[src/rtl/scan_test_ctrl.sv]
// Scan-chain test controller: serial load, one capture cycle, serial unload, masked compare.
// Start to done is 2*CHAIN_LEN+2 cycles; start is only sampled in IDLE and is dropped while busy.
module scan_test_ctrl #(
  parameter int CHAIN_LEN = 8,
  parameter int CNT_W     = 4
) (
  input  logic                 i_clk,
  input  logic                 i_reset,
  input  logic                 i_start,
  input  logic [CHAIN_LEN-1:0] i_pattern,
  input  logic [CHAIN_LEN-1:0] i_expected,
  input  logic [CHAIN_LEN-1:0] i_mask,
  input  logic                 i_so,
  output logic                 o_se,
  output logic                 o_sd,
  output logic                 o_busy,
  output logic                 o_done,
  output logic                 o_pass,
  output logic [CNT_W-1:0]     o_err_cnt,
  output logic [CHAIN_LEN-1:0] o_response
);

  typedef enum logic [2:0] {
    S_IDLE,
    S_SHIFT_IN,
    S_CAPTURE,
    S_SHIFT_OUT,
    S_DONE
  } state_t;

  localparam logic [CHAIN_LEN-1:0] LP_MSB = {1'b1, {(CHAIN_LEN-1){1'b0}}};

  state_t               r_state;
  logic [CHAIN_LEN-1:0] r_pat;
  logic [CHAIN_LEN-1:0] r_exp;
  logic [CHAIN_LEN-1:0] r_mask;
  logic [CHAIN_LEN-1:0] r_bit;
  logic [CHAIN_LEN-1:0] r_resp;
  logic                 r_se;
  logic                 r_sd;
  logic                 r_busy;
  logic                 r_done;
  logic                 r_pass;
  logic [CNT_W-1:0]     r_err;

  logic [CHAIN_LEN-1:0] w_diff;
  logic [CHAIN_LEN-1:0] w_resp_nxt;
  logic [CNT_W-1:0]     w_pop;

  always_comb begin
    w_diff = (r_resp ^ r_exp) & r_mask;
    w_pop  = '0;
    for (int i = 0; i < CHAIN_LEN; i++) begin
      w_pop = w_pop + CNT_W'(w_diff[i]);
    end
  end

  // r_bit is a one-hot cursor walking MSB->LSB; it doubles as the bit counter.
  assign w_resp_nxt = i_so ? (r_resp | r_bit) : (r_resp & ~r_bit);

  always_ff @(posedge i_clk or posedge i_reset) begin
    if (i_reset) begin
      r_state <= S_IDLE;
      r_pat   <= '0;
      r_exp   <= '0;
      r_mask  <= '0;
      r_bit   <= '0;
      r_resp  <= '0;
      r_se    <= 1'b0;
      r_sd    <= 1'b0;
      r_busy  <= 1'b0;
      r_done  <= 1'b0;
      r_pass  <= 1'b0;
      r_err   <= '0;
    end else begin
      case (r_state)
        S_IDLE: begin
          r_se   <= 1'b0;
          r_sd   <= 1'b0;
          r_done <= 1'b0;
          if (i_start) begin
            r_pat   <= i_pattern;
            r_exp   <= i_expected;
            r_mask  <= i_mask;
            r_bit   <= LP_MSB;
            r_resp  <= '0;
            r_pass  <= 1'b0;
            r_err   <= '0;
            r_se    <= 1'b1;
            r_sd    <= i_pattern[CHAIN_LEN-1];
            r_busy  <= 1'b1;
            r_state <= S_SHIFT_IN;
          end
        end
        S_SHIFT_IN: begin
          if (r_bit[0]) begin
            r_se    <= 1'b0;
            r_sd    <= 1'b0;
            r_bit   <= LP_MSB;
            r_state <= S_CAPTURE;
          end else begin
            r_bit <= r_bit >> 1;
            r_pat <= {r_pat[CHAIN_LEN-2:0], r_pat[CHAIN_LEN-1]};
            r_sd  <= r_pat[CHAIN_LEN-2];
          end
        end
        S_CAPTURE: begin
          r_se    <= 1'b1;
          r_sd    <= 1'b0;
          r_state <= S_SHIFT_OUT;
        end
        S_SHIFT_OUT: begin
          r_resp <= w_resp_nxt;
          if (r_bit[0]) begin
            r_se    <= 1'b0;
            r_done  <= 1'b1;
            r_bit   <= '0;
            r_state <= S_DONE;
          end else begin
            r_bit <= r_bit >> 1;
          end
        end
        S_DONE: begin
          r_pass  <= (w_diff == '0);
          r_err   <= w_pop;
          r_done  <= 1'b0;
          r_busy  <= 1'b0;
          r_state <= S_IDLE;
        end
        default: r_state <= S_IDLE;
      endcase
    end
  end

  assign o_se       = r_se;
  assign o_sd       = r_sd;
  assign o_busy     = r_busy;
  assign o_done     = r_done;
  assign o_pass     = r_pass;
  assign o_err_cnt  = r_err;
  assign o_response = r_resp;

endmodule
[config.mk]
export PLATFORM = sky130hd
export DESIGN_NAME = scan_test_ctrl
export DESIGN_NICKNAME = d
export VERILOG_FILES = /design/src/rtl/scan_test_ctrl.sv
export SDC_FILE = /design/constraint.sdc
export NUM_CORES = 1
export LEC_CHECK = 0
export CORE_MARGIN = 3
export CORE_UTILIZATION = 47
export CTS_BUF_LIST = sky130_fd_sc_hd__clkbuf_8 sky130_fd_sc_hd__clkbuf_16
export CTS_CLUSTER_DIAMETER = 120
export DETAILED_ROUTE_END_ITERATION = 7
export PLACE_DENSITY = 0.72
export SYNTH_ARGS = -nofsm -noshare
export SYNTH_HDL_FRONTEND = slang
export SYNTH_SLANG_ARGS = --single-unit
[constraint.sdc]
create_clock -name i_clk -period 8 [get_ports i_clk]
set_input_delay 1.6 -clock i_clk [delete_from_list [all_inputs] [get_ports i_clk]]
set_output_delay 1.6 -clock i_clk [all_outputs]
set_load 0.05 [all_outputs]
==> run summary, run 1 <==
Synthesis produced a netlist with a net count of 233. The floorplan step set the die height to 79.5 um. Fraction of layout instances using a drive strength above 1: 0.179. Core footprint: 5170 um2. By area the synthesized netlist is led by sky130_fd_sc_hd__dfrtp_1 (51%), sky130_fd_sc_hd__mux2_2 (13%), sky130_fd_sc_hd__a22o_1 (5.5%). The run gives 0 as the number of warning messages in the yosys log. For the max-slew violation count, the log shows 0. The min-delay analysis places its worst path in the category register to register. After routing, the total negative slack on setup checks comes to 0 ns.

CTS built an H-tree with a depth of 2. Clock-pin slew was measured on the worst setup and hold paths at 0.09 ns. Setup repair after global routing left no endpoint under its margin. Once layout is done, the placed cells without fillers occupy 3080 um2.

The number of ports placed on the die boundary is 45. Counting the fill cells in the layout gives 421. After detailed placement, the total cell area comes to 2990 um2. The site row count is 26.

The tools report the sequential cell area fraction in the yosys report as 0.513. The most frequent standard cell in the layout excluding fill and tap cells was sky130_fd_sc_hd__dfrtp_1. The clock buffer count from CTS was 5. The number of endpoints failing setup at the final stage came out at 0. The number of distinct library cell variants in the gate-level netlist after synthesis came out at 37. After detailed routing, the average wire length per cell comes to 14.8 um. The number of buffers inserted to repair setup after CTS was 0; the number of nets with antenna violations after detailed routing was 0. The share of flip-flops with an asynchronous set or reset after synthesis is 1.00, and the iteration-0 DRC count of the detailed router is 94. The sink count of the clock tree came out at 52.

The highest attainable clock frequency was 0.301 GHz; the internal power summed over all cells was 0.759 mW. Summing every instance area after synthesis gives 2540 um2. In the final layout, the multi-input gates occupy 1100 um2. For this run, the post-layout net count is 275. The largest fanout on the critical path works out to 3. The quantity of I/O buffers inserted on ports is 44.

The logs give 0.368 for the portion of total power attributed to sequential cells and 0.00450 ns for the setup skew after layout. The fraction of power spent switching nets was 0.413. The die covers 6310 um2.

Leaving out fill and tap cells, the most frequent cells in the layout are sky130_fd_sc_hd__dfrtp_1 (52), sky130_fd_sc_hd__clkdlybuf4s50_1 (44), sky130_fd_sc_hd__mux2_2 (30). Entering global routing, the biggest net connects 53 pins. The worst slew margin relative to its limit was 0.307; the total DRC errors in the routed layout was 0. The total number of vias was 1,593; the initial antenna violation count was 0.

Relative to the synthesized area, the layout overhead comes to 21.4%. The logs give 0 for the antenna diode count and 8.20 ns for the required time of the worst setup path. Average footprint of a synthesized cell: 12.9 um2. The share of Yosys cell area claimed by the top area cell type is 0.513, and the total detailed-routing wirelength is 4600 um. The worst hold slack after final layout is 0.495 ns. In this run the clock root is driven by a sky130_fd_sc_hd__clkbuf_8.

The fraction of power consumed by combinational cells was 0.512; the ratio of final minimum period to clock period was 0.416. Once the clock tree was built, the resizer swapped 0 gates to a different size. STA classifies the critical path endpoint as a register. The net switching power figure is 0.535 mW, and the starting utilization of the core area is 0.490. The number of standard cells after synthesis came out at 197. The critical path in this run is classified as register to register.

In the final layout, flip-flops and latches occupy 1300 um2. Dividing total power by cell area gives a power density of 420 nW/um2. The power share of the clock group was 0.119; the sum of net half-perimeters after detailed placement was 3280 um. The congestion estimate from routability-driven global placement came to 0.728. The first detailed-routing pass took 4 iterations. The total of max-cap violations is 0, and the number of enable flip-flop cells after synthesis is 0.

Summed over all instances, the cell type with the most area after synthesis is sky130_fd_sc_hd__dfrtp_1. IR analysis of the VDD net gives a maximum drop of 0.199 mV. The flop and latch count out of synthesis was 52.

The clock passes through at most 2 buffers. The run gives 1,670 as the via count of the first global-routing pass. After detailed routing, the number of vias per cell comes to 5.14. The analysis attributes to cell leakage a power of 1.39 nW.

TritonCTS built the clock tree. The run finished with clean final reports. The kind of launch point of the worst setup path was a register. The all-layer global routing usage was 0.162; the clock latency reported for the late side of the worst-skew pair was 0.30 ns.

The dominant synthesized flop cell is sky130_fd_sc_hd__dfrtp_1. For the pin with the worst max-slew slack, the measured transition is 1.04 ns. Hold repair after CTS inserted 0 buffers. The total count of hold-check failures in the final report is 0. Summed over all layers, the global routing overflow is 0.

The first global-routing pass estimated 7970 um of wire. STA puts the critical path data arrival time at 3.53 ns. The die is 79.5 um wide. The post-layout minimum cycle time is 3.33 ns.
-- Yosys cell counts (2+ instances only) --
cell / number
sky130_fd_sc_hd__inv_1: 13
sky130_fd_sc_hd__xor2_1: 9
sky130_fd_sc_hd__a22o_1: 16
sky130_fd_sc_hd__buf_2: 2
sky130_fd_sc_hd__o21ai_0: 6
sky130_fd_sc_hd__a21o_1: 2
sky130_fd_sc_hd__nor3b_2: 2
sky130_fd_sc_hd__a211oi_1: 2
sky130_fd_sc_hd__mux2_2: 30
sky130_fd_sc_hd__buf_6: 5
sky130_fd_sc_hd__nor2_1: 6
sky130_fd_sc_hd__nor2b_1: 3
sky130_fd_sc_hd__mux2i_1: 7
sky130_fd_sc_hd__ha_1: 4
sky130_fd_sc_hd__nand3b_1: 2
sky130_fd_sc_hd__fa_1: 4
sky130_fd_sc_hd__nand2_1: 11
sky130_fd_sc_hd__buf_4: 2
sky130_fd_sc_hd__dfrtp_1: 52
sky130_fd_sc_hd__a32o_1: 2
-- area by class of cell --
cell class,count,area share
Inverter,13,0.0158
Clock inverter,2,0.00325
Multi-Input combinational cell,122,0.358
Timing Repair Buffer,45,0.145
Tap cell,70,0.0284
Sequential cell,52,0.423
Clock buffer,6,0.0268
-- routing by layer --
layer / vias to the layer above / part of all wire / GRT usage
met3: 5 / 0.036 / 0.0406
met1: 785 / 0.48 / 0.212
met5: - / 0 / 0
met2: 25 / 0.47 / 0.268
li1: 778 / - / -
met4: 0 / 0.014 / 0.0464
-- stage by stage --
| step | setup WS, ns | power (mW) | std cells | utilization |
|---|---|---|---|---|
| global placement | 4.74 | 1.14 | 302 | 0.577 |
| global route | 4.50 | 1.41 | 310 | 0.595 |
| floorplan | 4.56 | 0.993 | 197 | - |
| CTS | 4.64 | 1.31 | 310 | 0.595 |
| finish | 4.67 | 1.29 | 310 | 0.595 |
| detailed placement | 4.65 | 1.15 | 302 | 0.577 |
-- critical path, cell delays in order, from the launching register on --
cell and delay [ns]:
sky130_fd_sc_hd__dfrtp_1 0.42, sky130_fd_sc_hd__xor2_1 0.18, sky130_fd_sc_hd__nand2_1 0.14, sky130_fd_sc_hd__fa_1 0.52, sky130_fd_sc_hd__fa_1 0.52, sky130_fd_sc_hd__fa_1 0.48
sky130_fd_sc_hd__inv_1 0.07, sky130_fd_sc_hd__ha_1 0.16, sky130_fd_sc_hd__inv_1 0.06, sky130_fd_sc_hd__fa_1 0.37, sky130_fd_sc_hd__xnor2_1 0.14, sky130_fd_sc_hd__a22o_1 0.18
-- flip-flops by register name, summed over array words and instances (netlist names) --
| register | cells |
|---|---|
| o_err_cnt | 4 |
| r_state | 3 |
| o_sd | 1 |
| r_bit | 8 |
| r_exp | 8 |
| r_pat | 8 |
| o_pass | 1 |
| o_se | 1 |
| o_busy | 1 |
| r_mask | 8 |
| o_response | 8 |
| o_done | 1 |
-- cell families (layout without fill, tap and decap cells) --
kind of cell	count (synthesis)	in the layout	synth area share
XOR/XNOR	10	10	0.0345
adder cells (fa/ha/maj)	8	8	0.0513
flip-flops	52	52	0.513
AND/OR/NAND/NOR	31	31	0.0760
buffers and inverters	23	66	0.0528
multiplexers	37	37	0.161
AO/OA/AOI/OAI	36	36	0.111
-- power groups by stage --
stage	combinational (mW)	clock (mW)	sequential, mW
6_report	0.663	0.154	0.477
5_1_grt	0.746	0.171	0.495
4_1_cts	0.672	0.159	0.478
3_5_place_dp	0.667	0	0.483
3_3_place_gp	0.658	0	0.478
2_1_floorplan	0.444	0	0.549
-- final timing paths --
| path | from | endpoint | slack [ns] | depth (start not counted) |
|---|---|---|---|---|
| worst max-delay path | o_response[0] | o_err_cnt[2] | 4.67 | 11 |
| worst max register to register | o_response[0] | o_err_cnt[2] | 4.67 | 11 |
| min in group asynchronous | i_reset | r_pat[2] | 1.86 | 2 |
| max in group asynchronous | i_reset | r_pat[7] | 5.50 | 2 |
| worst min-delay path | o_busy | o_busy | 0.49 | 1 |
| worst min register to register | o_busy | o_busy | 0.49 | 1 |
(Power assumes the default switching activity.)
==> inputs of run 2 (changes only) <==
--- a/config.mk
+++ b/config.mk
@@ -10,7 +10,7 @@
 export CTS_BUF_LIST = sky130_fd_sc_hd__clkbuf_8 sky130_fd_sc_hd__clkbuf_16
 export CTS_CLUSTER_DIAMETER = 120
 export DETAILED_ROUTE_END_ITERATION = 7
-export PLACE_DENSITY = 0.72
+export PLACE_DENSITY = 0.75
 export SYNTH_ARGS = -nofsm -noshare
 export SYNTH_HDL_FRONTEND = slang
 export SYNTH_SLANG_ARGS = --single-unit
==> constraint.sdc (replaced) <==
create_clock -name i_clk -period 2.85 [get_ports i_clk]
set_input_delay 0.57 -clock i_clk [delete_from_list [all_inputs] [get_ports i_clk]]
set_output_delay 0.57 -clock i_clk [all_outputs]
set_load 0.05 [all_outputs]
==> run summary, run 2 (synthesis results as in run 1) <==
The number of cells traversed by the worst hold path was 1 (unchanged); the portion of total power attributed to sequential cells was 0.337 (-0.031). The library cell used most frequently in the layout, excluding fill and tap cells, is sky130_fd_sc_hd__dfrtp_1. The power share of the clock group was 0.131 (+0.012). The tools report the final global-route overflow total as 0 (unchanged).

The post-layout minimum cycle time was 3.11 ns (-0.212 ns); the fraction of layout instances using a drive strength above 1 was 0.242 (+0.0628). The multi-input combinational cell area is 1130 um2 (+2.6%), and the buffer levels on the longest clock path is 2 (unchanged). The depth of the worst register-to-register path is 11 (unchanged).

The antenna diode count was 0 (unchanged); the power per unit of standard cell area was 1230 nW/um2 (+190%). The max-slew violation count is 0 (unchanged), and the critical path arrival is 3.32 ns (-0.21 ns). The internal power summed over all cells is 2.34 mW (+210%), and the register-to-register path setup slack is -0.26 ns (-4.94 ns). The highest attainable clock frequency was 0.321 GHz (+6.8%); the worst hold slack after final layout was 0.499 ns (+0.00399 ns). The total DRC errors in the routed layout is 0 (unchanged), and the required time of the worst setup path is 3.05 ns (-5.15 ns). The fraction of power spent switching nets works out to 0.408 (-0.00525). Via-per-instance ratio: 5.28 (+2.7%). The run gives 1,698 (+1.7%) as the via count of the first global-routing pass.

The site row count is 26 (unchanged). For the core footprint, the log shows 5170 um2 (unchanged). The static power due to leakage was 1.43 nW (+3.1%); the setup skew after layout was 0.0138 ns (+0.00932 ns).

The tools report the fraction of power consumed by combinational cells as 0.532 (+0.020). The net switching power figure was 1.61 mW (+200%); the number of placed cells counting well taps was 309 (+2.3%). Clock root buffer: sky130_fd_sc_hd__clkbuf_8. Largest vdd supply drop: 0.622 mV (+210%). The tools report the kind of launch point of the worst setup path as a register. The tools report the iteration-0 DRC count of the detailed router as 108 (+15%). The non-filler instance count after layout came out at 318 (+2.6%). For the total area of sequential cells, the log shows 1310 um2 (+0.29%). The area of the die came out at 6310 um2 (unchanged). The last weighted congestion value of the routability-driven placer was 0.797 (+9.4%).

The worst setup path is captured at a register. The checks that failed: negative setup slack. The logs give -0.265 ns (-4.94 ns) for the worst setup slack after layout and 0 (unchanged) for the number of nets with antenna violations after detailed routing. Setup repair after global routing could not meet its margin everywhere. The die outline width was 79.5 um (unchanged). The ratio of final minimum period to clock period is 1.09 (+0.677). The worst register-to-register path begins at o_response[3]. The worst slew margin relative to its limit came out at 0.611 (+0.304).

The clock buffer count from CTS was 5 (unchanged); the number of buffers added to fix hold violations after cts was 0 (unchanged). The tools report the number of endpoints failing setup at the final stage as 3 (+3). For the pin count of the biggest net entering global routing, the log shows 53 (unchanged). The tools report the critical register-to-register path endpoint as o_err_cnt[2].

For the initial antenna violation count, the log shows 0 (unchanged). The routed length per placed instance was 14.8 um (-0.48%); the signed area change from the synthesized netlist to the final layout was 26.4%. The floorplan die height was 79.5 um (unchanged); the wire length of the first global-routing pass was 8190 um (+2.8%). Starting utilization of the core area: 0.490 (unchanged). The run gives 4690 um (+2.1%) as the total detailed-routing wirelength. The classification of the worst setup path is register to register. For the number of ports placed on the die boundary, the log shows 45 (unchanged). The largest fanout on the critical path works out to 2 (-1).

For the total count of hold-check failures in the final report, the log shows 0 (unchanged). Leaving out fill and tap cells, the most frequent cells in the layout are sky130_fd_sc_hd__dfrtp_1 (49), sky130_fd_sc_hd__clkdlybuf4s50_1 (44), sky130_fd_sc_hd__mux2_2 (30). The startpoint identified for the worst hold timing path is o_busy.

The all-layer global routing usage was 0.166 (+0.00363). The sum of net half-perimeters after detailed placement was 3360 um (+2.2%). Number of search-and-repair iterations in the first detailed-routing pass: 4 (unchanged). The sink count of the clock tree came out at 52 (unchanged). The worst hold path terminates at o_busy. The quantity of I/O buffers inserted on ports works out to 44 (unchanged).

The flow ran to the end, but the final reports show violations. TritonCTS built the clock tree. The tools report the total of max-cap violations as 0 (unchanged). The tools report the total number of vias as 1,678 (+5.3%). The min-delay analysis places its worst path in the category register to register.

The slew at the pin with the worst max-slew slack is 0.583 ns (-0.456 ns), and the clock latency reported for the late side of the worst-skew pair is 0.31 ns (about the same). The number of nets in the final layout came out at 283 (+2.9%). The tools report the number of inserted filler cells in the final layout as 414 (-1.7%).

The H-tree level count was 2 (unchanged); the clock transition at the register clock pins on the worst setup and hold paths after CTS was 0.10 ns (about the same).
==> run 2: worst max path at each step <==
stage,from,end,slack [ns],depth (start not counted)
after detailed placement,r_exp[3],o_err_cnt[2],-0.31,11
after floorplan,o_response[3],o_err_cnt[2],-0.34,11
after global routing,o_response[3],o_err_cnt[2],-0.38,11
final,o_response[3],o_err_cnt[2],-0.26,11
after global placement,o_response[3],o_err_cnt[2],-0.22,11
after CTS,r_exp[3],o_err_cnt[2],-0.32,11
==> run 2: repair_timing <==
action                                  in CTS  in global routing
endpoints found under the setup margin       3                  4
pin swaps                                    0                  3
setup buffers                                1                  0
resized for setup                            3                  3
==> run 2: final cells by class <==
| type | instances | area share |
|---|---|---|
| inverter | 13 | 0.0152 |
| clock buffer | 5 | 0.0215 |
| tap | 70 | 0.0273 |
| timing repair buffer | 53 | 0.162 |
| clock inverter | 3 | 0.0144 |
| multi-input combinational | 122 | 0.352 |
| sequential | 52 | 0.407 |
==> run 2: worst max-delay path, stage by stage, from the launching register on <==
cell and delay (ns):
sky130_fd_sc_hd__dfrtp_2 0.44, sky130_fd_sc_hd__xor2_2 0.17, sky130_fd_sc_hd__nand2_1 0.09, sky130_fd_sc_hd__fa_1 0.55, sky130_fd_sc_hd__fa_1 0.42, sky130_fd_sc_hd__fa_1 0.45, sky130_fd_sc_hd__inv_2 0.09, sky130_fd_sc_hd__ha_4 0.13
sky130_fd_sc_hd__inv_2 0.03, sky130_fd_sc_hd__fa_2 0.33, sky130_fd_sc_hd__xnor2_1 0.13, sky130_fd_sc_hd__a22o_1 0.17
==> run 2: power by group through the flow <==
stage,Clock (mW),Sequential (mW),Combinational (mW)
floorplan,0,1.54,1.24
global placement,0,1.33,1.88
detailed placement,0,1.34,1.96
CTS,0.530,1.33,2.03
global route,0.560,1.39,2.31
finish,0.516,1.33,2.10
==> run 2: through the flow <==
stage               instance area [um2]  worst slack [ns]  TNS, ns   util  power, mW
floorplan                          2540            -0.338   -0.818      -       2.78
global placement                   3060            -0.219   -0.434  0.591       3.21
detailed placement                 3060            -0.309   -0.672  0.591       3.30
CTS                                3190            -0.317   -0.784  0.617       3.89
global route                       3210            -0.381   -0.884  0.620       4.25
finish                             3210            -0.265   -0.589  0.620       3.95
==> run 2: routing by layer <==
metal	global-route usage	wire (um)
met1	0.242	2250
met2	0.250	2210
met3	0.0226	136
met4	0.0670	89
met5	0	0
==> inputs of run 3 (changes only) <==
--- a/config.mk
+++ b/config.mk
@@ -7,10 +7,10 @@
 export LEC_CHECK = 0
 export CORE_MARGIN = 3
 export CORE_UTILIZATION = 47
-export CTS_BUF_LIST = sky130_fd_sc_hd__clkbuf_8 sky130_fd_sc_hd__clkbuf_16
 export CTS_CLUSTER_DIAMETER = 120
 export DETAILED_ROUTE_END_ITERATION = 7
 export PLACE_DENSITY = 0.75
 export SYNTH_ARGS = -nofsm -noshare
 export SYNTH_HDL_FRONTEND = slang
 export SYNTH_SLANG_ARGS = --single-unit
+export TNS_END_PERCENT = 30
==> run summary, run 3 (synthesis results as in run 1) <==
The flow ran to the end, but the final reports show violations. The checks that failed: negative setup slack. The highest attainable clock frequency came out at 0.318 GHz (-0.82%). The tools report the worst hold slack after final layout as 0.486 ns (-0.0131 ns). The tools report the area of the die as 6310 um2 (unchanged). The tools report the number of endpoints failing setup at the final stage as 3 (unchanged).

The fraction of layout instances using a drive strength above 1 is 0.234 (-0.00806). H-tree level count: 2 (unchanged). The logs give 3410 um (+1.6%) for the sum of net half-perimeters after detailed placement and 0 (unchanged) for the final global-route overflow total.

The fraction of power spent switching nets works out to 0.403 (-0.00454). The post-layout minimum cycle time works out to 3.14 ns (+0.0258 ns). Setup repair after global routing could not meet its margin everywhere.

Routed length per placed instance: 14.8 um (+0.49%). The worst setup path is launched from a register. The max-slew violation count is 0 (unchanged). The worst setup path is captured at a register.

The power share of the clock group was 0.130 (about the same); the largest fanout on the critical path was 2 (unchanged). The clock transition at the register clock pins on the worst setup and hold paths after CTS was 0.09 ns (about the same). For the worst setup slack after layout, the log shows -0.291 ns (-0.0258 ns). The run gives 5 (unchanged) as the clock buffer count from CTS. The ratio of final minimum period to clock period works out to 1.10 (+0.00907).

TritonCTS built the clock tree. The starting utilization of the core area came out at 0.490 (unchanged). The critical path arrival was 3.33 ns (about the same); the non-filler instance count after layout was 318 (unchanged). Total number of vias: 1,655 (-1.4%). The logs give 0.00570 ns (-0.00812 ns) for the setup skew after layout and 0.781 (-2.0%) for the last weighted congestion value of the routability-driven placer.

The power per unit of standard cell area came out at 1200 nW/um2 (-3.0%). For the number of ports placed on the die boundary, the log shows 45 (unchanged). The logs give 1.43 nW (about the same) for the static power due to leakage and 4720 um (+0.49%) for the total detailed-routing wirelength. The classification of the worst setup path was register to register.

The total DRC errors in the routed layout was 0 (unchanged); the buffer levels on the longest clock path was 2 (unchanged). The number of cells traversed by the worst hold path is 1 (unchanged). The depth of the worst register-to-register path was 11 (unchanged). The run gives 3.04 ns (about the same) as the required time of the worst setup path. The tools report the number of nets in the final layout as 283 (unchanged). For the number of placed cells counting well taps, the log shows 309 (unchanged). The clock latency reported for the late side of the worst-skew pair is 0.30 ns (about the same), and the number of buffers added to fix hold violations after cts is 0 (unchanged). In the layout the commonest cells are sky130_fd_sc_hd__dfrtp_1 (49), sky130_fd_sc_hd__clkdlybuf4s50_1 (44), sky130_fd_sc_hd__mux2_2 (30). The via count of the first global-routing pass came out at 1,701 (+0.18%). The internal power summed over all cells is 2.28 mW (-2.6%).

The total count of hold-check failures in the final report was 0 (unchanged). The run gives 0.520 (-0.012) as the fraction of power consumed by combinational cells. The core footprint was 5170 um2 (unchanged). The iteration-0 DRC count of the detailed router came out at 120 (+11%). The die outline width works out to 79.5 um (unchanged). For the utilization after layout, the log shows 0.617 (-0.00266). The run gives 52 (unchanged) as the sink count of the clock tree. For the total of max-cap violations, the log shows 0 (unchanged). The path type of the worst min-delay path was register to register.

The tools report the number of inserted filler cells in the final layout as 431 (+4.1%). The net switching power figure was 1.54 mW (-4.4%). The run gives -0.296 ns (+0.0128 ns) as the post-placement setup slack. The antenna diode count came out at 0 (unchanged). The portion of total power attributed to sequential cells was 0.350 (+0.013).

The number of nets with antenna violations after detailed routing came out at 0 (unchanged). The run gives 6 (+2) as the number of search-and-repair iterations in the first detailed-routing pass. Relative to the synthesized area, the layout overhead comes to 25.9%. Pin count of the biggest net entering global routing: 53 (unchanged).

The via-per-instance ratio works out to 5.20 (-1.4%). The worst slew margin relative to its limit was 0.600 (-0.0108); the floorplan die height was 79.5 um (unchanged). The site row count was 26 (unchanged); the all-layer global routing usage was 0.165 (-0.00129). Slew at the pin with the worst max-slew slack: 0.599 ns (+0.0162 ns). The quantity of I/O buffers inserted on ports works out to 44 (unchanged). The wire length of the first global-routing pass came out at 8220 um (+0.42%). Register-to-register path setup slack: -0.29 ns (-0.03 ns). The initial antenna violation count was 0 (unchanged). The clock root buffer was sky130_fd_sc_hd__clkbuf_8.

Leaving out fill and tap cells, the most frequent cell in the layout is sky130_fd_sc_hd__dfrtp_1. For the largest vdd supply drop, the log shows 0.610 mV (-2.0%).
run 3: power groups by stage:
stage / Sequential (mW) / Combinational, mW / Clock, mW
floorplan: 1.54 / 1.24 / 0
global placement: 1.33 / 1.88 / 0
detailed placement: 1.35 / 1.95 / 0
CTS: 1.33 / 1.97 / 0.509
global route: 1.39 / 2.20 / 0.537
finish: 1.34 / 1.98 / 0.497
run 3: final cells by class:
type                       count  area (um2)  area share
timing repair buffer          53         520       0.163
tap                           70        87.6      0.0274
sequential                    52        1310       0.409
clock buffer                   5        68.8      0.0216
inverter                      13        48.8      0.0153
clock inverter                 3        42.5      0.0133
multi-input combinational    122        1120       0.351
run 3: metrics by stage:
stage	area (um2)	setup TNS [ns]	total power, mW
2_1_floorplan	2540	-0.818	2.78
3_5_place_dp	3060	-0.650	3.30
5_1_grt	3190	-1.07	4.13
6_report	3190	-0.643	3.82
4_1_cts	3170	-0.729	3.81
3_3_place_gp	3060	-0.437	3.22
run 3: final timing paths:
kind | from | end
max | r_exp[3] | o_err_cnt[2]
min | o_busy | o_busy
max reg2reg | r_exp[3] | o_err_cnt[2]
min reg2reg | o_busy | o_busy
max in group asynchronous | i_reset | o_response[0]
min in group asynchronous | i_reset | r_pat[2]
run 3: critical path: stages (launching register included):
cell	delay (ns)
sky130_fd_sc_hd__dfrtp_1	0.42
sky130_fd_sc_hd__xor2_2	0.19
sky130_fd_sc_hd__nand2_2	0.07
sky130_fd_sc_hd__fa_1	0.56
sky130_fd_sc_hd__fa_1	0.44
sky130_fd_sc_hd__fa_1	0.43
sky130_fd_sc_hd__inv_1	0.06
sky130_fd_sc_hd__ha_1	0.16
sky130_fd_sc_hd__inv_1	0.06
sky130_fd_sc_hd__fa_2	0.33
sky130_fd_sc_hd__xnor2_1	0.13
sky130_fd_sc_hd__a22o_1	0.17
run 3: layer usage:
| layer | global-route usage | up-vias | routed length, um |
|---|---|---|---|
| met5 | 0 | - | 0 |
| met2 | 0.249 | 31 | 2150 |
| met1 | 0.247 | 823 | 2380 |
| met4 | 0.0464 | 0 | 48 |
| met3 | 0.0237 | 5 | 140 |
| li1 | - | 796 | - |
run 3: repair_timing:
item                       in CTS  in global routing
buffers inserted                0                  1
pin swaps                       0                  1
setup endpoints to repair       4                  4
resized for setup               0                  3
